File: config.mk
export PLATFORM = sky130hd
export DESIGN_NAME = led_scan_decoder
export DESIGN_NICKNAME = d
export VERILOG_FILES = /design/src/rtl/led_scan_pkg.sv /design/src/rtl/led_scan_decoder_seg7_to_bcd.sv /design/src/rtl/led_scan_decoder.sv
export SDC_FILE = /design/constraint.sdc
export NUM_CORES = 1
export LEC_CHECK = 0
export BUFFER_PORTS_ARGS = -buffer_cell sky130_fd_sc_hd__buf_2
export CELL_PAD_IN_SITES_DETAIL_PLACEMENT = 1
export CELL_PAD_IN_SITES_GLOBAL_PLACEMENT = 2
export CORE_MARGIN = 1
export CORE_UTILIZATION = 30
export CTS_CLUSTER_SIZE = 20
export DETAILED_ROUTE_END_ITERATION = 10
export PLACE_DENSITY_LB_ADDON = 0.15
export SYNTH_ARGS = -nofsm -noshare
export SYNTH_HDL_FRONTEND = slang
export SYNTH_SLANG_ARGS = --single-unit
File: constraint.sdc
create_clock -name clk -period 4.8 [get_ports clk]
set_input_delay 0.48 -clock clk [delete_from_list [all_inputs] [get_ports clk]]
set_output_delay 0.48 -clock clk [all_outputs]
set_load 0.02 [all_outputs]
File: src/rtl/led_scan_pkg.sv
// Shared definitions for the 7-segment scan decoder: digit codes, active-low
// segment patterns {g,f,e,d,c,b,a} and the sampling FSM states.
package led_scan_pkg;

    localparam logic [3:0] DIG_BLANK = 4'hF;
    localparam logic [3:0] DIG_BAD   = 4'hE;

    localparam logic [6:0] SEG_0     = 7'b1000000;
    localparam logic [6:0] SEG_1     = 7'b1111001;
    localparam logic [6:0] SEG_2     = 7'b0100100;
    localparam logic [6:0] SEG_3     = 7'b0110000;
    localparam logic [6:0] SEG_4     = 7'b0011001;
    localparam logic [6:0] SEG_5     = 7'b0010010;
    localparam logic [6:0] SEG_6     = 7'b0000010;
    localparam logic [6:0] SEG_7     = 7'b1111000;
    localparam logic [6:0] SEG_8     = 7'b0000000;
    localparam logic [6:0] SEG_9     = 7'b0011000;
    localparam logic [6:0] SEG_BLANK = 7'b1111111;

    typedef enum logic [0:0] {
        SETTLE = 1'b0,
        HOLD   = 1'b1
    } scan_state_e;

    function automatic logic [3:0] low_count(input logic [7:0] en);
        logic [3:0] n;
        n = 4'd0;
        for (int i = 0; i < 8; i++) begin
            n = n + {3'b000, ~en[i]};
        end
        return n;
    endfunction

    // Position of the lowest active (low) enable; only meaningful for one-low inputs.
    function automatic logic [2:0] low_pos(input logic [7:0] en);
        logic [2:0] p;
        p = 3'd0;
        for (int i = 7; i >= 0; i--) begin
            if (!en[i]) begin
                p = 3'(i);
            end else begin
                p = p;
            end
        end
        return p;
    endfunction

endpackage

File: src/rtl/led_scan_decoder_seg7_to_bcd.sv
// Combinational decode of an active-low 7-segment pattern into a digit code.
module seg7_to_bcd
    import led_scan_pkg::*;
(
    input  logic [6:0] seg,
    output logic [3:0] code,
    output logic       bad
);

    // Pattern lookup; anything outside the digit set or blank is undecodable.
    always_comb begin
        code = DIG_BAD;
        bad  = 1'b1;
        case (seg)
            SEG_0:     begin code = 4'd0;      bad = 1'b0; end
            SEG_1:     begin code = 4'd1;      bad = 1'b0; end
            SEG_2:     begin code = 4'd2;      bad = 1'b0; end
            SEG_3:     begin code = 4'd3;      bad = 1'b0; end
            SEG_4:     begin code = 4'd4;      bad = 1'b0; end
            SEG_5:     begin code = 4'd5;      bad = 1'b0; end
            SEG_6:     begin code = 4'd6;      bad = 1'b0; end
            SEG_7:     begin code = 4'd7;      bad = 1'b0; end
            SEG_8:     begin code = 4'd8;      bad = 1'b0; end
            SEG_9:     begin code = 4'd9;      bad = 1'b0; end
            SEG_BLANK: begin code = DIG_BLANK; bad = 1'b0; end
            default:   begin code = DIG_BAD;   bad = 1'b1; end
        endcase
    end

endmodule

File: src/rtl/led_scan_decoder.sv
// Reconstructs the eight digits shown by a multiplexed 7-segment controller
// and flags malformed scans and stalled scanning.
module led_scan_decoder
    import led_scan_pkg::*;
#(
    parameter int STABLE_CYC  = 4,
    parameter int TIMEOUT_CYC = 1048576,
    parameter int TO_W        = 21
) (
    input  logic        clk,
    input  logic        rst,
    input  logic [7:0]  led_en,
    input  logic        led_ca,
    input  logic        led_cb,
    input  logic        led_cc,
    input  logic        led_cd,
    input  logic        led_ce,
    input  logic        led_cf,
    input  logic        led_cg,
    input  logic        led_dp,
    output logic [31:0] digits,
    output logic        frame_valid,
    output logic        en_err,
    output logic        seg_err,
    output logic        dp_err,
    output logic        scan_timeout,
    output logic        err_pulse
);

    localparam logic [3:0]      STAB_LAST = 4'(STABLE_CYC - 1);
    localparam logic [TO_W-1:0] TO_MAX    = TO_W'(TIMEOUT_CYC);
    localparam logic [TO_W-1:0] TO_LAST   = TO_W'(TIMEOUT_CYC - 1);
    localparam logic [TO_W-1:0] TO_ONE    = TO_W'(1);

    logic [15:0]     in_q_r, in_prev_r;   // {led_en, g..a, dp}
    logic [3:0]      stab_cnt_r;
    scan_state_e     state_r;
    logic [7:0]      mask_r, cap_mask_s;
    logic [31:0]     shadow_r, cap_shadow_s, digits_r;
    logic [TO_W-1:0] to_cnt_r;
    logic            frame_valid_r, err_pulse_r, en_err_r, seg_err_r, dp_err_r, scan_timeout_r;

    logic            same_s, accept_s, single_s, multi_s, cap_s, frame_done_s;
    logic            en_hit_s, seg_hit_s, dp_hit_s, bad_s;
    logic [3:0]      low_cnt_s, code_s;
    logic [2:0]      pos_s;

    assign same_s    = (in_q_r == in_prev_r);
    assign accept_s  = (state_r == SETTLE) && same_s && (stab_cnt_r == STAB_LAST);
    assign low_cnt_s = low_count(in_q_r[15:8]);
    assign pos_s     = low_pos(in_q_r[15:8]);
    assign single_s  = (low_cnt_s == 4'd1);
    assign multi_s   = (low_cnt_s >= 4'd2);
    assign cap_s     = accept_s && single_s;
    assign en_hit_s  = accept_s && multi_s;
    assign seg_hit_s = cap_s && bad_s;
    assign dp_hit_s  = cap_s && !in_q_r[0];

    seg7_to_bcd u_seg7_to_bcd (
        .seg  (in_q_r[7:1]),
        .code (code_s),
        .bad  (bad_s)
    );

    // Shadow/mask contents after this cycle's capture, before frame hand-off.
    always_comb begin
        cap_mask_s   = mask_r;
        cap_shadow_s = shadow_r;
        if (cap_s) begin
            cap_mask_s[pos_s]                  = 1'b1;
            cap_shadow_s[{pos_s, 2'b00} +: 4] = code_s;
        end else begin
            cap_mask_s   = mask_r;
            cap_shadow_s = shadow_r;
        end
    end

    assign frame_done_s = cap_s && (cap_mask_s == 8'hFF);

    // Input sampling pipeline; idle bus value is all ones.
    always_ff @(posedge clk) begin
        if (rst) begin
            in_q_r    <= 16'hFFFF;
            in_prev_r <= 16'hFFFF;
        end else begin
            in_q_r    <= {led_en, led_cg, led_cf, led_ce, led_cd, led_cc, led_cb, led_ca, led_dp};
            in_prev_r <= in_q_r;
        end
    end

    // Stability FSM: one acceptance per stable interval, rearmed by any change.
    always_ff @(posedge clk) begin
        if (rst) begin
            state_r    <= SETTLE;
            stab_cnt_r <= 4'd0;
        end else if (!same_s) begin
            state_r    <= SETTLE;
            stab_cnt_r <= 4'd0;
        end else if (state_r == SETTLE) begin
            if (stab_cnt_r == STAB_LAST) begin
                state_r <= HOLD;
            end else begin
                stab_cnt_r <= stab_cnt_r + 4'd1;
            end
        end else begin
            state_r <= HOLD;
        end
    end

    // Capture, frame hand-off and error flags.
    always_ff @(posedge clk) begin
        if (rst) begin
            mask_r        <= 8'h00;
            shadow_r      <= 32'h0000_0000;
            digits_r      <= 32'h0000_0000;
            frame_valid_r <= 1'b0;
            err_pulse_r   <= 1'b0;
            en_err_r      <= 1'b0;
            seg_err_r     <= 1'b0;
            dp_err_r      <= 1'b0;
        end else begin
            shadow_r      <= cap_shadow_s;
            frame_valid_r <= frame_done_s;
            err_pulse_r   <= en_hit_s | seg_hit_s | dp_hit_s;
            en_err_r      <= en_err_r | en_hit_s;
            seg_err_r     <= seg_err_r | seg_hit_s;
            dp_err_r      <= dp_err_r | dp_hit_s;
            if (frame_done_s) begin
                mask_r   <= 8'h00;
                digits_r <= cap_shadow_s;
            end else begin
                mask_r <= cap_mask_s;
            end
        end
    end

    // Stall watchdog: saturating count since the last completed frame.
    always_ff @(posedge clk) begin
        if (rst) begin
            to_cnt_r       <= {TO_W{1'b0}};
            scan_timeout_r <= 1'b0;
        end else if (frame_valid_r) begin
            to_cnt_r <= {TO_W{1'b0}};
        end else if (to_cnt_r != TO_MAX) begin
            to_cnt_r <= to_cnt_r + TO_ONE;
            if (to_cnt_r == TO_LAST) begin
                scan_timeout_r <= 1'b1;
            end
        end else begin
            to_cnt_r <= to_cnt_r;
        end
    end

    assign digits       = digits_r;
    assign frame_valid  = frame_valid_r;
    assign en_err       = en_err_r;
    assign seg_err      = seg_err_r;
    assign dp_err       = dp_err_r;
    assign scan_timeout = scan_timeout_r;
    assign err_pulse    = err_pulse_r;

endmodule

==> summary.md <==
| Metric | Value |
|---|---|
| Initial DRC count | 155 |
| Synth top cells by count | dfxtp_1 (136), nor2_1 (77), nand2_1 (40) |
| Peak supply drop | 0.1929 mV |
| Clk slew on worst S/H paths | 70 ps |
| GRT Total Usage | 0.1640 |
| Clock root buffer | clkbuf_16 |
| Vias per std cell | 4.795 |
| Mapped cell area | 6281 sq um |
| DR DRC count | 0 |
| CTS max path bufs | 2 |
| Yosys cell types | 66 |
| Ratio of final minimum period to clock period | 0.9742 |
| Max-Cap Viols | 0 |
| CP Launch Type | register |
| Logic pwr share | 0.090 |
| Setup crit end kind | register |
| Synth Instances | 669 |
| I/O pin total | 56 |
| Syn nets | 702 |
| Ranking of synthesized cells by area | dfxtp_1 (43%), nor2_1 (4.6%), xor2_1 (4.0%) |
| First-pass GRT wire length | 27,340 microns |
| EDFF count, synth | 0 |
| GR Overflow Total | 0 |
| Post-route ant nets | 0 |
| Worst min-delay path class | in -> reg |
| Int Power | 1.968 mW |
| Die area | 21,520 sq um |
| Die X | 146.7 microns |
| CTS Buf Count | 17 |
| Core ar. | 20,360 sq um |
| Pleak | 3.076 nW |
| Cell taking the most area after synthesis | dfxtp_1 |
| Initial antenna violation count | 0 |
| Worst slew margin | 0.4604 |
| Status | completed |
| Clk_skew | 11.60 ps |
| Nets | 768 |
| Reg-to-Reg End | digits[22]$_SDFFE_PP0P_ |
| Net switching power | 719.3 uW |
| CTS tree | done |
| Port-buffer cells | 55 |
| HPWL reported at the end of detailed placement | 12,090 microns |
| Hold EP | in_q_r[5]$_SDFF_PP1_ |
| Area added between synthesis and finish | 20.62% |
| Gpl congestion | 0.7834 |
| Final hold viol count | 0 |
| Max FO, Critical Path | 14 |
| Clk pwr share | 0.477 |
| YS warnings | 0 |
| Synth Register Bits | 136 |
| Final max-slew violation count | 0 |
| Final setup vio count | 0 |
| Most numerous cell in the Yosys netlist | dfxtp_1 |
| Post-synth top area share | 0.4335 |
| Share of layout cells above drive strength 1 | 0.2647 |
| Drt first pass iters | 4 |
| Initial core utilization | 0.3084 |
| Async SR Flop Fraction | 0 |
| Reg power frac | 0.433 |
| Max Clk Rate | 213.9 MHz |
| Number of antenna diodes | 0 |
| Vias in the first global route | 4,987 |
| DIE HEIGHT | 146.7 microns |
| RSZ-0062 raised after global routing | yes |
| Setup TNS | 0 ps |
| Largest net degree at the start of global routing | 45 |
| Data arrival, critical path | 5000 ps |
| Post-Route WL | 17,010 microns |
| Hold path start | led_ce |
| Tmin final | 4676 ps |
| Via count | 4,881 |
| Max H-tree Level | 4 |
| Hold Path Cell Cnt | 2 |
| Min Hold Slack | 233.2 ps |
| Sequential element share of the synthesized area | 0.4335 |
| FF-to-FF path depth | 16 |
| FP Rows | 52 |
| Crit path required time | 5120 ps |
| R2r setup slk | 120 ps |
| Sw frac | 0.2677 |
| Primary FF master, synth | dfxtp_1 |
| Worst r2r src | in_q_r[8]$_SDFF_PP1_ |
| Avg Inst Size Synth | 9.389 sq um |
| DR WL/cell | 16.71 microns |
| CTS Sinks | 136 |
| Clk Latency, worst-skew pair | 430 ps |
| Power Density | 354.7 nW/um^2 |
| WS Path Type | reg -> reg |
| Slew @ Worst Pin | 806.5 ps |
==> worst max-delay path by stage <==
stage | from | to | slack (ps) | cells after the start
finish | in_q_r[8]$_SDFF_PP1_ | digits[22]$_SDFFE_PP0P_ | 120 | 16
global route | in_q_r[8]$_SDFF_PP1_ | digits[22]$_SDFFE_PP0P_ | -30 | 16
global placement | in_q_r[8]$_SDFF_PP1_ | digits[4]$_SDFFE_PP0P_ | 250 | 16
CTS | in_q_r[8]$_SDFF_PP1_ | digits[4]$_SDFFE_PP0P_ | 140 | 16
detailed placement | in_q_r[8]$_SDFF_PP1_ | digits[4]$_SDFFE_PP0P_ | 160 | 16
floorplan | in_q_r[9]$_SDFF_PP1_ | digits[20]$_SDFFE_PP0P_ | 170 | 16
==> cell families (layout without fill, tap and decap cells) <==
logic type | count (synthesis) | count (layout) | share of synthesized area
simple gates | 302 | 302 | 0.2661
flops | 136 | 136 | 0.4335
compound gates | 76 | 76 | 0.08526
buf+inv | 55 | 134 | 0.04064
mux | 50 | 50 | 0.09104
xor+xnor | 35 | 35 | 0.04880
fa+ha+maj | 15 | 15 | 0.03466
==> timing repair <==
action,CTS,global route
endpoints found under the setup margin,0,30
buffers inserted,0,7
hold buffers,0,0
gates resized for setup,0,11
==> state kept, by name (all words and copies together) (netlist names), 4 cells and up <==
register	flops
digits	32
shadow_r	32
to_cnt_r	21
in_prev_r	16
in_q_r	16
mask_r	8
stab_cnt_r	4
==> cells in the final DEF, fill, tap and decap left out, types with 9 or more instances in the layout <==
cell         n
dfxtp_1    135
nor2_1      77
buf_2       55
nand2_1     40
nor2b_1     36
xor2_1      29
or2_2       28
buf_4       21
mux2i_1     20
a21oi_1     19
mux2_2      19
clkbuf_16   19
inv_1       18
nor3_1      17
nand3_1     16
o21ai_0     14
and3_1      13
nor4_1      12
mux2_4      11
nand2b_1    10
ha_1        10
nand4_1      9
o21a_1       9
==> through the flow <==
step | worst slack (ps) | cells | power (mW) | cell area [sq um] | util
2_1_floorplan | 172.4 | 669 | 1.351 | 6281 | -
3_3_place_gp | 245.4 | 977 | 1.419 | 6854 | 0.3366
3_5_place_dp | 164.6 | 977 | 1.426 | 6854 | 0.3366
4_1_cts | 140.7 | 1009 | 2.725 | 7430 | 0.3648
5_1_grt | -30.48 | 1018 | 2.815 | 7576 | 0.3720
6_report | 124.0 | 1018 | 2.687 | 7576 | 0.3720
==> cell type report <==
type | instances | area [sq um]
fill | 2334 | 12790
multi-input combinational | 478 | 3342
sequential | 136 | 2724
timing repair buffer | 80 | 514.2
clock buffer | 18 | 439.2
tap | 270 | 337.8
clock inverter | 14 | 136.4
inverter | 22 | 82.58
==> power groups by stage <==
stage                     Clock (mW)  Sequential, mW  Combinational, mW
after floorplan                    0            1.18              0.174
after global placement             0            1.19              0.230
after global routing            1.38            1.17              0.267
after CTS                       1.32            1.16              0.238
after detailed placement           0            1.19              0.237
final                           1.28            1.16              0.241
==> worst max-delay path, cell delays in order, from the launching register on <==
cell and delay, ps:
dfxtp_2 330, fa_1 530, inv_1 50, fa_1 450, fa_1 510, ha_2 200, inv_2 40, fa_1 540
nand2_1 80, o32ai_2 240, nand2_1 130, buf_6 150, or2_4 240, a2111oi_4 350, nand2_2 200, clkbuf_16 230
mux2_4 300
==> routing by layer <==
layer	up-vias	wire (microns)	share of wire	GRT usage
met4	0	189	0.011	0.05052
met3	13	476	0.028	0.04193
met2	52	8074	0.47	0.2675
met5	-	0	0	0
met1	2377	8266	0.49	0.2114
li1	2439	-	-	-
(Power assumes the default switching activity.)
